**src/rtl/rf_wb_if.sv**
```systemverilog
`default_nettype none
// ============================================================================
// Module      : rf_wb_if
// Description : Register-file write-port bundle: WB stage, long-latency unit,
//               pending scoreboard and registered write outputs.
// Revision    : 1.0 - initial release
// ============================================================================
interface rf_wb_if #(
    parameter int XLEN = 32,
    parameter int NREG = 32
);
    logic            pipe_we;
    logic [4:0]      pipe_rd;
    logic [XLEN-1:0] pipe_data;
    logic            pipe_stall;
    logic            mc_issue;
    logic [4:0]      mc_issue_rd;
    logic            mc_valid;
    logic            mc_ready;
    logic [4:0]      mc_rd;
    logic [XLEN-1:0] mc_data;
    logic [NREG-1:0] pending;
    logic            rf_we;
    logic [4:0]      rf_addr;
    logic [XLEN-1:0] rf_data;

    modport master (
        output pipe_we, pipe_rd, pipe_data, mc_issue, mc_issue_rd,
               mc_valid, mc_rd, mc_data,
        input  pipe_stall, mc_ready, pending, rf_we, rf_addr, rf_data
    );

    modport slave (
        input  pipe_we, pipe_rd, pipe_data, mc_issue, mc_issue_rd,
               mc_valid, mc_rd, mc_data,
        output pipe_stall, mc_ready, pending, rf_we, rf_addr, rf_data
    );
endinterface
`default_nettype wire

```
**src/rtl/rf_wb_arbiter.sv**
```systemverilog
`default_nettype none
// ============================================================================
// Module      : rf_wb_arbiter
// Description : Shares the register-file write port between the WB stage and
//               a buffered long-latency unit with starvation-forced priority.
// Revision    : 1.0 - initial release
// ============================================================================
module rf_wb_arbiter #(
    parameter int XLEN         = 32,
    parameter int NREG         = 32,
    parameter int FIFO_DEPTH   = 2,
    parameter int STARVE_LIMIT = 4
) (
    input  wire logic clk,
    input  wire logic rst,
    rf_wb_if.slave    bus
);
    localparam int c_PTR_W = $clog2(FIFO_DEPTH);
    localparam int c_CNT_W = $clog2(FIFO_DEPTH + 1);
    localparam int c_STV_W = $clog2(STARVE_LIMIT + 1);

    logic [XLEN-1:0]    r_fifo_data [FIFO_DEPTH];
    logic [4:0]         r_fifo_rd   [FIFO_DEPTH];
    logic [c_PTR_W-1:0] r_wr_ptr;
    logic [c_PTR_W-1:0] r_rd_ptr;
    logic [c_CNT_W-1:0] r_count;
    logic [c_STV_W-1:0] r_starve;
    logic [NREG-1:0]    r_pending;
    logic               r_rf_we;
    logic [4:0]         r_rf_addr;
    logic [XLEN-1:0]    r_rf_data;

    logic               w_empty;
    logic               w_full;
    logic               w_stall;
    logic               w_push;
    logic               w_pipe_gnt;
    logic               w_fifo_gnt;
    logic [4:0]         w_head_rd;
    logic [XLEN-1:0]    w_head_data;
    logic [NREG-1:0]    w_pending_nxt;

    assign w_empty     = (r_count == '0);
    assign w_full      = (r_count == c_CNT_W'(FIFO_DEPTH));
    assign w_stall     = (r_starve == c_STV_W'(STARVE_LIMIT));
    // No pop-through: a full buffer refuses data even while draining.
    assign w_push      = bus.mc_valid && !w_full;
    assign w_head_rd   = r_fifo_rd[r_rd_ptr];
    assign w_head_data = r_fifo_data[r_rd_ptr];

    always_comb begin
        w_pipe_gnt = 1'b0;
        w_fifo_gnt = 1'b0;
        if (w_stall) begin
            w_fifo_gnt = !w_empty;
        end else if (bus.pipe_we && (bus.pipe_rd != 5'd0)) begin
            w_pipe_gnt = 1'b1;
        end else if (!w_empty) begin
            w_fifo_gnt = 1'b1;
        end
    end

    // Set beats clear when a new issue targets the register being retired.
    always_comb begin
        w_pending_nxt = r_pending;
        if (w_fifo_gnt && (w_head_rd != 5'd0)) begin
            w_pending_nxt[w_head_rd] = 1'b0;
        end
        if (bus.mc_issue && (bus.mc_issue_rd != 5'd0)) begin
            w_pending_nxt[bus.mc_issue_rd] = 1'b1;
        end
        w_pending_nxt[0] = 1'b0;
    end

    always_ff @(posedge clk) begin
        if (w_push) begin
            r_fifo_data[r_wr_ptr] <= bus.mc_data;
            r_fifo_rd[r_wr_ptr]   <= bus.mc_rd;
        end
    end

    always_ff @(posedge clk) begin
        if (rst) begin
            r_wr_ptr  <= '0;
            r_rd_ptr  <= '0;
            r_count   <= '0;
            r_starve  <= '0;
            r_pending <= '0;
            r_rf_we   <= 1'b0;
            r_rf_addr <= '0;
            r_rf_data <= '0;
        end else begin
            if (w_push) begin
                r_wr_ptr <= r_wr_ptr + c_PTR_W'(1);
            end
            if (w_fifo_gnt) begin
                r_rd_ptr <= r_rd_ptr + c_PTR_W'(1);
            end
            case ({w_push, w_fifo_gnt})
                2'b10:   r_count <= r_count + c_CNT_W'(1);
                2'b01:   r_count <= r_count - c_CNT_W'(1);
                default: r_count <= r_count;
            endcase

            if (w_fifo_gnt || w_empty) begin
                r_starve <= '0;
            end else if (!w_stall) begin
                r_starve <= r_starve + c_STV_W'(1);
            end

            r_pending <= w_pending_nxt;

            if (w_pipe_gnt) begin
                r_rf_we   <= 1'b1;
                r_rf_addr <= bus.pipe_rd;
                r_rf_data <= bus.pipe_data;
            end else if (w_fifo_gnt && (w_head_rd != 5'd0)) begin
                r_rf_we   <= 1'b1;
                r_rf_addr <= w_head_rd;
                r_rf_data <= w_head_data;
            end else begin
                r_rf_we   <= 1'b0;
            end
        end
    end

    assign bus.pipe_stall = w_stall;
    assign bus.mc_ready   = !w_full;
    assign bus.pending    = r_pending;
    assign bus.rf_we      = r_rf_we;
    assign bus.rf_addr    = r_rf_addr;
    assign bus.rf_data    = r_rf_data;
endmodule
`default_nettype wire
```
**src/flat_wrapper.sv**
```systemverilog
// flat-port wrapper written by rule: the top's interface ports become plain ports
module rf_wb_arbiter_flat 
#(
    parameter int XLEN         = 32,
    parameter int NREG         = 32,
    parameter int FIFO_DEPTH   = 2,
    parameter int STARVE_LIMIT = 4
)
  (clk, rst, bus_pipe_we, bus_pipe_rd, bus_pipe_data, bus_mc_issue, bus_mc_issue_rd, bus_mc_valid, bus_mc_rd, bus_mc_data, bus_pipe_stall, bus_mc_ready, bus_pending, bus_rf_we, bus_rf_addr, bus_rf_data);
  rf_wb_if #(.XLEN(XLEN), .NREG(NREG)) bus_i ();
  input  wire logic clk;
  input  wire logic rst;
  input wire logic [$bits(bus_i.pipe_we)-1:0] bus_pipe_we;
  input wire logic [$bits(bus_i.pipe_rd)-1:0] bus_pipe_rd;
  input wire logic [$bits(bus_i.pipe_data)-1:0] bus_pipe_data;
  input wire logic [$bits(bus_i.mc_issue)-1:0] bus_mc_issue;
  input wire logic [$bits(bus_i.mc_issue_rd)-1:0] bus_mc_issue_rd;
  input wire logic [$bits(bus_i.mc_valid)-1:0] bus_mc_valid;
  input wire logic [$bits(bus_i.mc_rd)-1:0] bus_mc_rd;
  input wire logic [$bits(bus_i.mc_data)-1:0] bus_mc_data;
  output wire logic [$bits(bus_i.pipe_stall)-1:0] bus_pipe_stall;
  output wire logic [$bits(bus_i.mc_ready)-1:0] bus_mc_ready;
  output wire logic [$bits(bus_i.pending)-1:0] bus_pending;
  output wire logic [$bits(bus_i.rf_we)-1:0] bus_rf_we;
  output wire logic [$bits(bus_i.rf_addr)-1:0] bus_rf_addr;
  output wire logic [$bits(bus_i.rf_data)-1:0] bus_rf_data;
  assign bus_i.pipe_we = bus_pipe_we;
  assign bus_i.pipe_rd = bus_pipe_rd;
  assign bus_i.pipe_data = bus_pipe_data;
  assign bus_i.mc_issue = bus_mc_issue;
  assign bus_i.mc_issue_rd = bus_mc_issue_rd;
  assign bus_i.mc_valid = bus_mc_valid;
  assign bus_i.mc_rd = bus_mc_rd;
  assign bus_i.mc_data = bus_mc_data;
  assign bus_pipe_stall = bus_i.pipe_stall;
  assign bus_mc_ready = bus_i.mc_ready;
  assign bus_pending = bus_i.pending;
  assign bus_rf_we = bus_i.rf_we;
  assign bus_rf_addr = bus_i.rf_addr;
  assign bus_rf_data = bus_i.rf_data;
  rf_wb_arbiter #(.XLEN(XLEN), .NREG(NREG), .FIFO_DEPTH(FIFO_DEPTH), .STARVE_LIMIT(STARVE_LIMIT)) u_core (.clk(clk), .rst(rst), .bus(bus_i));
endmodule
```
**config.mk**
```make
export PLATFORM = sky130hd
export DESIGN_NAME = rf_wb_arbiter_flat
export DESIGN_NICKNAME = d
export VERILOG_FILES = /design/src/rtl/rf_wb_if.sv /design/src/rtl/rf_wb_arbiter.sv /design/src/flat_wrapper.sv
export SDC_FILE = /design/constraint.sdc
export NUM_CORES = 1
export LEC_CHECK = 0
export BUFFER_PORTS_ARGS = -buffer_cell sky130_fd_sc_hd__buf_2
export CAP_MARGIN = 20
export CORE_ASPECT_RATIO = 0.9
export CORE_MARGIN = 2
export CORE_UTILIZATION = 32
export DETAILED_ROUTE_END_ITERATION = 6
export SYNTH_ARGS = -nofsm -noshare
export SYNTH_HDL_FRONTEND = slang
export SYNTH_SLANG_ARGS = --single-unit
export TNS_END_PERCENT = 5
```
**constraint.sdc**
```tcl
create_clock -name clk -period 3.5 [get_ports clk]
set_input_delay 0.875 -clock clk [delete_from_list [all_inputs] [get_ports clk]]
set_output_delay 0.875 -clock clk [all_outputs]
set_load 0.02 [all_outputs]
```
Word level (Yosys, flattened, before mapping)
Memories as Yosys holds them, arrays and structs flattened. A register that Yosys moved wholly into a read port is not among the register bits.
Cells that the tools add are included.
Storage, ports and cells
  memories kept: 2
  memory bits (writable): 74
  word-level logic and storage cells: 67
  register bits after elaboration: 77
  output and inout port bits: 72
Memories
  u_core.r_fifo_data: depth 2, width 32, read ports 1, clocked after Yosys merged registers in 1, wr ports 1, line rf_wb_arbiter.sv:22  | logic [XLEN-1:0] r_fifo_data [FIFO_DEPTH];
  u_core.r_fifo_rd: depth 2, width 5, read ports 1, clocked after Yosys merged registers in 1, wr ports 1, line rf_wb_arbiter.sv:23  | logic [4:0] r_fifo_rd [FIFO_DEPTH];
Cells by class
  $add $sub $neg: 5
  order comparisons: 4
  reduce and logical (&&, ||, !) cells: 16
  bitwise gates (word level): 3
  multiplexer cells: 24
  eq/ne operators: 4
Operators by type and width (count)
  32-bit 2-to-1 mux: 4
  32-bit AND: 1
  32-bit inverter: 1
  32-bit bitwise OR: 1
  1-bit 2-to-1 mux: 15
  5-bit nonzero test: 3
  5-bit by 6-bit < comparator with 1-bit output, second input constant: 2
  1-bit demux with 5-bit select: 2
  5-bit by 1-bit >= comparator with 1-bit output, second input constant: 2
  5-bit 2-to-1 mux: 2
  1-bit logical AND: 6
  2-bit == test, second input constant: 2
  2-bit one-hot mux with 2 select lines: 1
  2-bit nonzero test: 2
  3-bit by 1-bit adder with 3-bit output, second input constant: 1
  3-bit == test, second input constant: 1
  1-bit adder, second input constant: 2
  2-bit by 1-bit adder with 2-bit output, second input constant: 1
  2-bit by 1-bit == test with 1-bit output, second input constant: 1
  1-bit zero test: 2
  2-bit zero test: 1
  2-bit OR reduction: 1
  2-bit by 1-bit subtractor with 2-bit output, second input constant: 1
  1-bit logical OR: 1

Longest topological paths before layout
Gate-level depths: netlist (run 1).
  depth in word-level cells: 9
  mapped depth: 11
  gate-level depth less buffers: 9

Worst setup path after synthesis (run 1)
No wires, ideal clock.
  path kind: input to register
  start: input bus_mc_valid
  end: memory u_core.r_fifo_data[0][0] (enable)
  arrival time: 2.535 ns
  setup slack: 0.533 ns
  library setup time: 0.431 ns
  buffers on the path: 0
  data required time: 3.069 ns
  stages: 2
  cells stage by stage: nand2_1 nor2_1
Between the ends
  longest elaborated chain between the ends: 3
Ends and longest elaborated chain
  from (decl): line flat_wrapper.sv:18  | input wire logic [$bits(bus_i.mc_valid)-1:0] bus_mc_valid;
  1-bit logical AND: line rf_wb_arbiter.sv:47  | assign w_push = bus.mc_valid && !w_full;
  1-bit 2-to-1 mux: line rf_wb_arbiter.sv:76  | if (w_push) begin
  1-bit 2-to-1 mux (implied by the code): line rf_wb_arbiter.sv:77  | r_fifo_data[r_wr_ptr] <= bus.mc_data;
  to (decl): line rf_wb_arbiter.sv:22
Every way passes these cells.

Worst setup path in the final report (run 1)
  start: input bus_pipe_rd[0]
  end: register u_core.r_rf_data[29] (netlist: u_core.bus.rf_data[29])
Between the ends
  longest elaborated chain between the ends: 6
Ends and longest elaborated chain
  from (decl): line flat_wrapper.sv:14  | input wire logic [$bits(bus_i.pipe_rd)-1:0] bus_pipe_rd;
  5-bit nonzero test (*): line rf_wb_arbiter.sv:56  | end else if (bus.pipe_we && (bus.pipe_rd != 5'd0)) begin
  1-bit logical AND (*): line rf_wb_arbiter.sv:56
  1-bit 2-to-1 mux: line rf_wb_arbiter.sv:56
  1-bit 2-to-1 mux: line rf_wb_arbiter.sv:54  | if (w_stall) begin
  1-bit logical AND: line rf_wb_arbiter.sv:117  | end else if (w_fifo_gnt && (w_head_rd != 5'd0)) begin
  2-bit nonzero test (no source line)
  to (signal assigned): line rf_wb_arbiter.sv:116  | r_rf_data <= bus.pipe_data;
  to (signal assigned): line rf_wb_arbiter.sv:120  | r_rf_data <= w_head_data;
  to (decl): line rf_wb_arbiter.sv:31  | logic [XLEN-1:0] r_rf_data;
Mark *: on every way between the ends. The rest lies on a longest branch, timed or not.
A chain may end at the register's enable or synchronous reset.

==> results of run 1 <==
[through the flow]
| step | worst slack (ps) | instances | power (mW) | instance area [µm²] |
|---|---|---|---|---|
| 2_1_floorplan | 533.4 | 571 | 3.354 | 6533 |
| 5_1_grt | 808.9 | 980 | 5.702 | 8066 |
| 3_5_place_dp | 526.6 | 946 | 3.844 | 7536 |
| 4_1_cts | 946.5 | 978 | 5.491 | 8061 |
| 6_report | 940.8 | 980 | 5.423 | 8066 |
| 3_3_place_gp | 568.9 | 946 | 3.821 | 7536 |
[power groups by stage]
stage | clock (mW) | sequential [mW] | combinational (mW)
floorplan | 0 | 2.49 | 0.868
global placement | 0 | 2.40 | 1.42
detailed placement | 0 | 2.40 | 1.45
CTS | 1.68 | 2.36 | 1.45
global route | 1.76 | 2.39 | 1.55
finish | 1.64 | 2.36 | 1.43
[kinds of logic after synthesis]
logic type / count (synthesis)
XOR/XNOR: 4
adder cells (fa/ha/maj): 3
multiplexers: 73
other: 1
buffers and inverters: 54
flip-flops: 151
AND/OR/NAND/NOR: 157
AO/OA/AOI/OAI: 128
[sequential cells by signal (all words and copies together) (netlist names), named ones only]
signal              cells
u_core.bus.rf_addr      5
u_core.r_starve         3
u_core.r_rd_ptr         1
u_core.bus.rf_we        1
u_core.r_wr_ptr         1
u_core.bus.rf_data     32
u_core.r_count          2
u_core.r_fifo_rd       10
u_core.r_fifo_data     64
u_core.bus.pending     31
[worst max-delay path: stages]
cell and delay (ps):
buf_2 110, or4_4 550, o21a_1 360, buf_4 290, a21oi_4 150, buf_12 280, mux2i_1 240
[final timing paths]
check	end	slack, ps	cells past startpoint
setup reg to reg	u_core.bus.pending[16]	1050	4
setup / recovery	u_core.bus.rf_data[29]	940	7
hold reg to reg	u_core.bus.rf_data[31]	450	2
hold / removal	u_core.bus.rf_data[31]	450	2
[Yosys cell counts (2+ instances only)]
master    instances  area, µm²
a2111o_1          2      22.52
a211oi_1          2      15.01
a21oi_1          38      190.2
a221o_1          34      340.3
a22oi_1           3      22.52
a311oi_1          9      78.83
a32oi_1           2      17.52
buf_1             4      15.01
buf_2             7      35.03
buf_4             2      15.01
buf_6             5      56.30
clkbuf_1         26      97.59
dfxtp_1          77       1541
edfxtp_1         74       2222
ha_1              3      37.54
inv_1             7      26.28
mux2_2            2      22.52
mux2i_1          71      710.7
nand2_1          72      270.3
nand2b_1          5      31.28
nor2_1           51      191.4
nor2b_1           4      25.02
nor3_1            5      25.02
nor3b_1           3      22.52
nor4_1            7      43.79
nor4b_1           2      17.52
o21ai_0           3      15.01
o22ai_1           2      12.51
o31ai_1           2      15.01
o41ai_1          21      183.9
or3_1             2      12.51
xnor2_1           2      17.52
xor2_1            2      17.52
[area by class of cell]
type | count | area, µm²
fillers | 1953 | 11920
flip-flops and latches | 151 | 3765
multi-input cells | 366 | 2524
repair buffers | 166 | 898.4
clock buffers | 21 | 450.4
well taps | 255 | 319.1
clock inverters | 11 | 75.07
inverters | 8 | 30.03
diodes | 2 | 5.005
[per-layer routing]
metal	vias up	global-route usage	routed length, µm
met5	-	0	0
met4	0	0.05604	246
met3	13	0.03799	681
met2	122	0.2561	8331
met1	2434	0.2068	7964
li1	2434	-	-
==> metrics.md, run 1 <==
| Metric | Value |
|---|---|
| Post-CTS Resized | 0 |
| Post-route DRC violation count | 0 |
| Reg power frac | 0.436 |
| Area grow syn2layout | 23.48% |
| Core Rows | 49 |
| EDFF count, synth | 74 |
| Syn Nets | 658 |
| HP Class | reg -> reg |
| Min Hold Slack | ~450 ps |
| Die extent in x | about 150 µm |
| Vias/cell | about 5.1 |
| Mapped Area | between 6000 and 7000 µm² |
| Longest Clk Path Bufs | 2 |
| Vias | 5003 |
| Unrepaired setup endpoints after global routing | no |
| Critical Path RT | 3830 ps |
| Part of the power in combinational logic | 0.263 |
| DIE HEIGHT | 139.5 µm |
| Clk sinks | 151 |
| Adder-Cell Fraction of Synth Area | 0.005746 |
| Die ar. | roughly 22000 µm² |
| First-pass GRT wire length | 26360 µm |
| Crit path from | bus_pipe_rd[0] |
| Effective utilization at floorplan | 0.3268 |
| Distinct cells, synth | 53 |
| Number of global-route vias before repair | 4819 |
| Starting DRC count in detailed routing | 285 |
| Synth Register Bits | around 150 |
| Switching pwr | 1.777 mW |
| Fraction of layout cells with a size suffix above 1 | 0.2835 |
| Multiplexer share of the synthesized area | 0.1122 |
| CTS Hold Buffers Added | 0 |
| Avg Cell Area, Syn | 11.44 µm² |
| Worst IR Drop VDD | 0.2964 mV |
| Worst slew pin tran | 917.3 ps |
| Wire length per cell | ~18 µm |
| Fin nets | 797 |
| Post-Synth Simple-Gate Area | 0.1050 |
| Fmax | just under 400 MHz |
| GR Overflow Total | 0 |
| Dpl hpwl | 11400 µm |
| Post-CTS setup buffer count | 0 |
| Reg clk slew, reported paths | 60 ps |
| Hold path start | u_core.bus.rf_data[31] |
| Register area share after synthesis | 0.5761 |
| Yosys warning count | 0 |
| Worst Clk Skew | 10.96 ps |
| Worst Path Arrival | approximately 2900 ps |
| Startpoint types | input port |
| Overall Global Routing Usage | 0.1580 |
| Top FF cell, synth | dfxtp_1 |
| Relative slew slack | 0.3885 |
| Largest net degree at the start of global routing | 80 |
| Hold Fails Final Rpt | 0 |
| Post-route ant nets | 0 |
| CTS tree | built |
| Worst-Skew Late Latency | between 400 and 500 ps |
| Commonest non-fill, non-tap cell in the layout | buf_2 |
| CTS Buf Count | 17 |
| Initial antenna violation count | 2 |
| CP Class | in -> reg |
| Ports | 156 |
| Tmin final | approximately 2600 ps |
| Slew Limit Fails | 0 |
| Leak | just over 3 nW |
| Clk pwr share | 0.302 |
| Critical-path maximum fanout | 38 |
| Root Buffer | clkbuf_16 |
| Worst Setup End Kind | flop |
| Pint | around 3.6 mW |
| Sw frac | 0.3276 |
| GP Congestion | 0.7776 |
| TritonRoute pass-1 iters | 5 |
| Largest family of logic cells by synthesized area | compound AO/OA/AOI/OAI gates |
| Port buffer count | between 150 and 200 |
| Final setup viols | 0 |
| Synth Area in Compound Gates | 0.1527 |
| Fin crit share | 0.7312 |
| Core Region | 19990 µm² |
| Total wire length | 17220 µm |
| Pwr dens | 672.3 nW/µm² |
| Syn Inst Count | about 570 |
| Total Neg Setup Slack | 0 ps |
| Ys async rst share | 0 |
| Outcome | finished, final reports clean |
| Max-cap violations | 0 |
| H-tree Lvls | 4 |
| Fin util | 0.4036 |
| Most frequent cells in the layout | buf_2, dfxtp_1, edfxtp_1 |
| XOR/XNOR Fraction of Synth Area | 0.005363 |
No activity file was read; power rests on OpenSTA's default activity.
==> run 2, diff against run 1 <==
==> constraint.sdc (replaced) <==
create_clock -name clk -period 2.45 [get_ports clk]
set_input_delay 0.6125 -clock clk [delete_from_list [all_inputs] [get_ports clk]]
set_output_delay 0.6125 -clock clk [all_outputs]
set_load 0.02 [all_outputs]
==> run 2 against run 1 <==
  * Combinational power grew 52%
  * Core utilization grew 1.1 points
  * Register-to-register slack lost 770 ps
  * Count of clock-buffer cells in the layout shrank 3
  * Setup slack lost 660 ps
  * Cell count grew 1.6%
  * Hold slack lost 74 ps
  * Critical path type is now reg -> reg
  * Largest power group unchanged
  * Highest routed layer unchanged
==> metrics.md, run 2 (synthesis gave the netlist of run 1 again) <==
| Metric | Value |
|---|---|
| Finished Layout Cells | 996 (+1.6%) |
| H-tree Lvls | 4 (unchanged) |
| Fin util | 0.4145 (+0.01096) |
| Longest Clk Path Bufs | 2 (unchanged) |
| Post-route DRC violation count | 0 (unchanged) |
| Largest net degree at the start of global routing | 53 (-34%) |
| Worst-Skew Late Latency | 420 ps (about the same) |
| Metal3 WL | 1105 µm (+62%) |
| Unrepaired setup endpoints after global routing | no |
| Placed insts | 964 (+1.9%) |
| Startpoint types | flop |
| Reg clk slew, reported paths | 60 ps (about the same) |
| Area grow syn2layout | 26.83% |
| Post-CTS Resized | 0 (unchanged) |
| Ant diodes | 0 (-2) |
| Tmin final | 2169 ps |
| Worst slew pin tran | 837.1 ps (-80.22 ps) |
| Relative slew slack | 0.4420 (+0.05348) |
| Top delay family on crit path | adder cells |
| Starting DRC count in detailed routing | 302 (+6.0%) |
| CTS Buf Count | 17 (unchanged) |
| Worst IR Drop VDD | 0.4879 mV (+65%) |
| Core Region | 19990 µm² (unchanged) |
| Fin nets | 815 (+2.3%) |
| Max reg flops | 64 (unchanged) |
| Fmax | 461.0 MHz |
| Ports | 156 (unchanged) |
| Most frequent cells in the layout | buf_2, dfxtp_1, edfxtp_1 |
| CTS Hold Buffers Added | 0 (unchanged) |
| Power consumption | 8.047 mW (+48%) |
| TritonRoute pass-1 iters | 5 (unchanged) |
| Effective utilization at floorplan | 0.3268 (unchanged) |
| Vias/cell | 5.141 (+0.69%) |
| DIE HEIGHT | 139.5 µm (unchanged) |
| Final setup viols | 0 (unchanged) |
| Worst path most repeated cell | ha_1 |
| Most flop-heavy register | u_core.r_fifo_data |
| CP Class | reg -> reg |
| Vias | 5120 (+2.3%) |
| Die extent in x | 154.6 µm (unchanged) |
| Leak | 3.229 nW (+4.4%) |
| Total Neg Setup Slack | 0 ps (unchanged) |
| Critical path, cell by cell | inv_1, ha_1, a21boi_0, buf_4, o21a_1, nor2_1, ha_1, or3_1, a21oi_1 |
| Clk sinks | 151 (unchanged) |
| Critical-path maximum fanout | 4 (-89%) |
| Dpl hpwl | 11610 µm (+1.9%) |
| GP Congestion | 0.8348 (+7.4%) |
| WL met2 | 8165 µm (-2.0%) |
| Metal1 wirelength | 8061 µm (+1.2%) |
| Root Buffer | clkbuf_16 |
| Total wire length | 17500 µm (+1.6%) |
| Slowest cell on the critical path | dfxtp_1 |
| Hold Fails Final Rpt | 0 (unchanged) |
| Port buffer count | 154 (unchanged) |
| HP Class | in -> reg |
| Worst Path Arrival | 2510 ps (-380 ps) |
| Slew Limit Fails | 0 (unchanged) |
| Outcome | finished, final reports clean |
| First-pass GRT wire length | 26300 µm (-0.24%) |
| Initial antenna violation count | 0 (-2) |
| Pwr dens | 971.2 nW/µm² (+44%) |
| Wire length per cell | 17.57 µm (about the same) |
| Post-DP Area | 7724 µm² (+2.5%) |
| Fin crit share | 0.8854 |
| Layout filler cell count | 1945 (-0.41%) |
| Worst Setup End Kind | flop |
| Max-cap violations | 0 (unchanged) |
| Commonest non-fill, non-tap cell in the layout | buf_2 |
| Number of global-route vias before repair | 4641 (-3.7%) |
| WP buf/inv | 2 (-1) |
| Post-route ant nets | 0 (unchanged) |
| GR Overflow Total | 0 (unchanged) |
| Die ar. | 21570 µm² (unchanged) |
| Largest stage delay, worst path | 380 ps (-170 ps) |
| Post-CTS setup buffer count | 0 (unchanged) |
| Fraction of layout cells with a size suffix above 1 | 0.3009 (+0.01740) |
| Critical Path RT | 2790 ps (-1040 ps) |
| Post-route cell area | 8285 µm² (+2.7%) |
| Overall Global Routing Usage | 0.1591 (+0.001115) |
| Top Layer Used | met4 |
| CTS tree | built |
| Worst Clk Skew | 7.026 ps (-3.933 ps) |
| Core Rows | 49 (unchanged) |
==> run 2: cell count changes in the layout (fill, tap and decap cells not counted), moves of 2 or more <==
cell	change
clkinv_1	+3
diode_2	-2
clkbuf_1	-2
buf_12	+4
buf_4	+14
clkinvlp_4	-3
bufinv_16	+2
==> run 2: worst paths after layout <==
check             depth (start not counted)                         to                  start  slack, ps
setup / recovery                          9          u_core.r_count[1]     u_core.r_starve[0]        280
hold / removal                            1  u_core.r_fifo_data[1][19]        bus_mc_data[19]        380
setup reg to reg                          9          u_core.r_count[1]     u_core.r_starve[0]        280
hold reg to reg                           2      u_core.bus.rf_data[6]  u_core.bus.rf_data[6]        460
==> run 2: per-stage QoR <==
step,hold WS [ps],setup WS [ps]
floorplan,479.9,-17.97
global placement,443.4,16.79
detailed placement,451.3,-20.01
CTS,351.2,269.0
global route,355.5,123.8
finish,380.0,280.7
==> run 2: final cells by class <==
type,instances,area [µm²],area share
well taps,255,319.1,0.03851
flip-flops and latches,151,3765,0.4544
clock inverters,14,132.6,0.01601
inverters,8,30.03,0.003624
repair buffers,184,1084,0.1308
multi-input cells,366,2526,0.3049
clock buffers,18,429.2,0.05180
==> run 2: layer usage <==
layer,up-vias,global-route usage
li1,2473,-
met1,2441,0.2192
met2,187,0.2444
met3,19,0.04049
met4,0,0.05458
met5,-,0
==> run 2: report_power, final <==
group | total, mW | switching [mW] | internal [mW]
Combinational | 2.18 | 1.33 | 0.851
Sequential | 3.34 | 0.227 | 3.11
Clock | 2.53 | 1.04 | 1.49
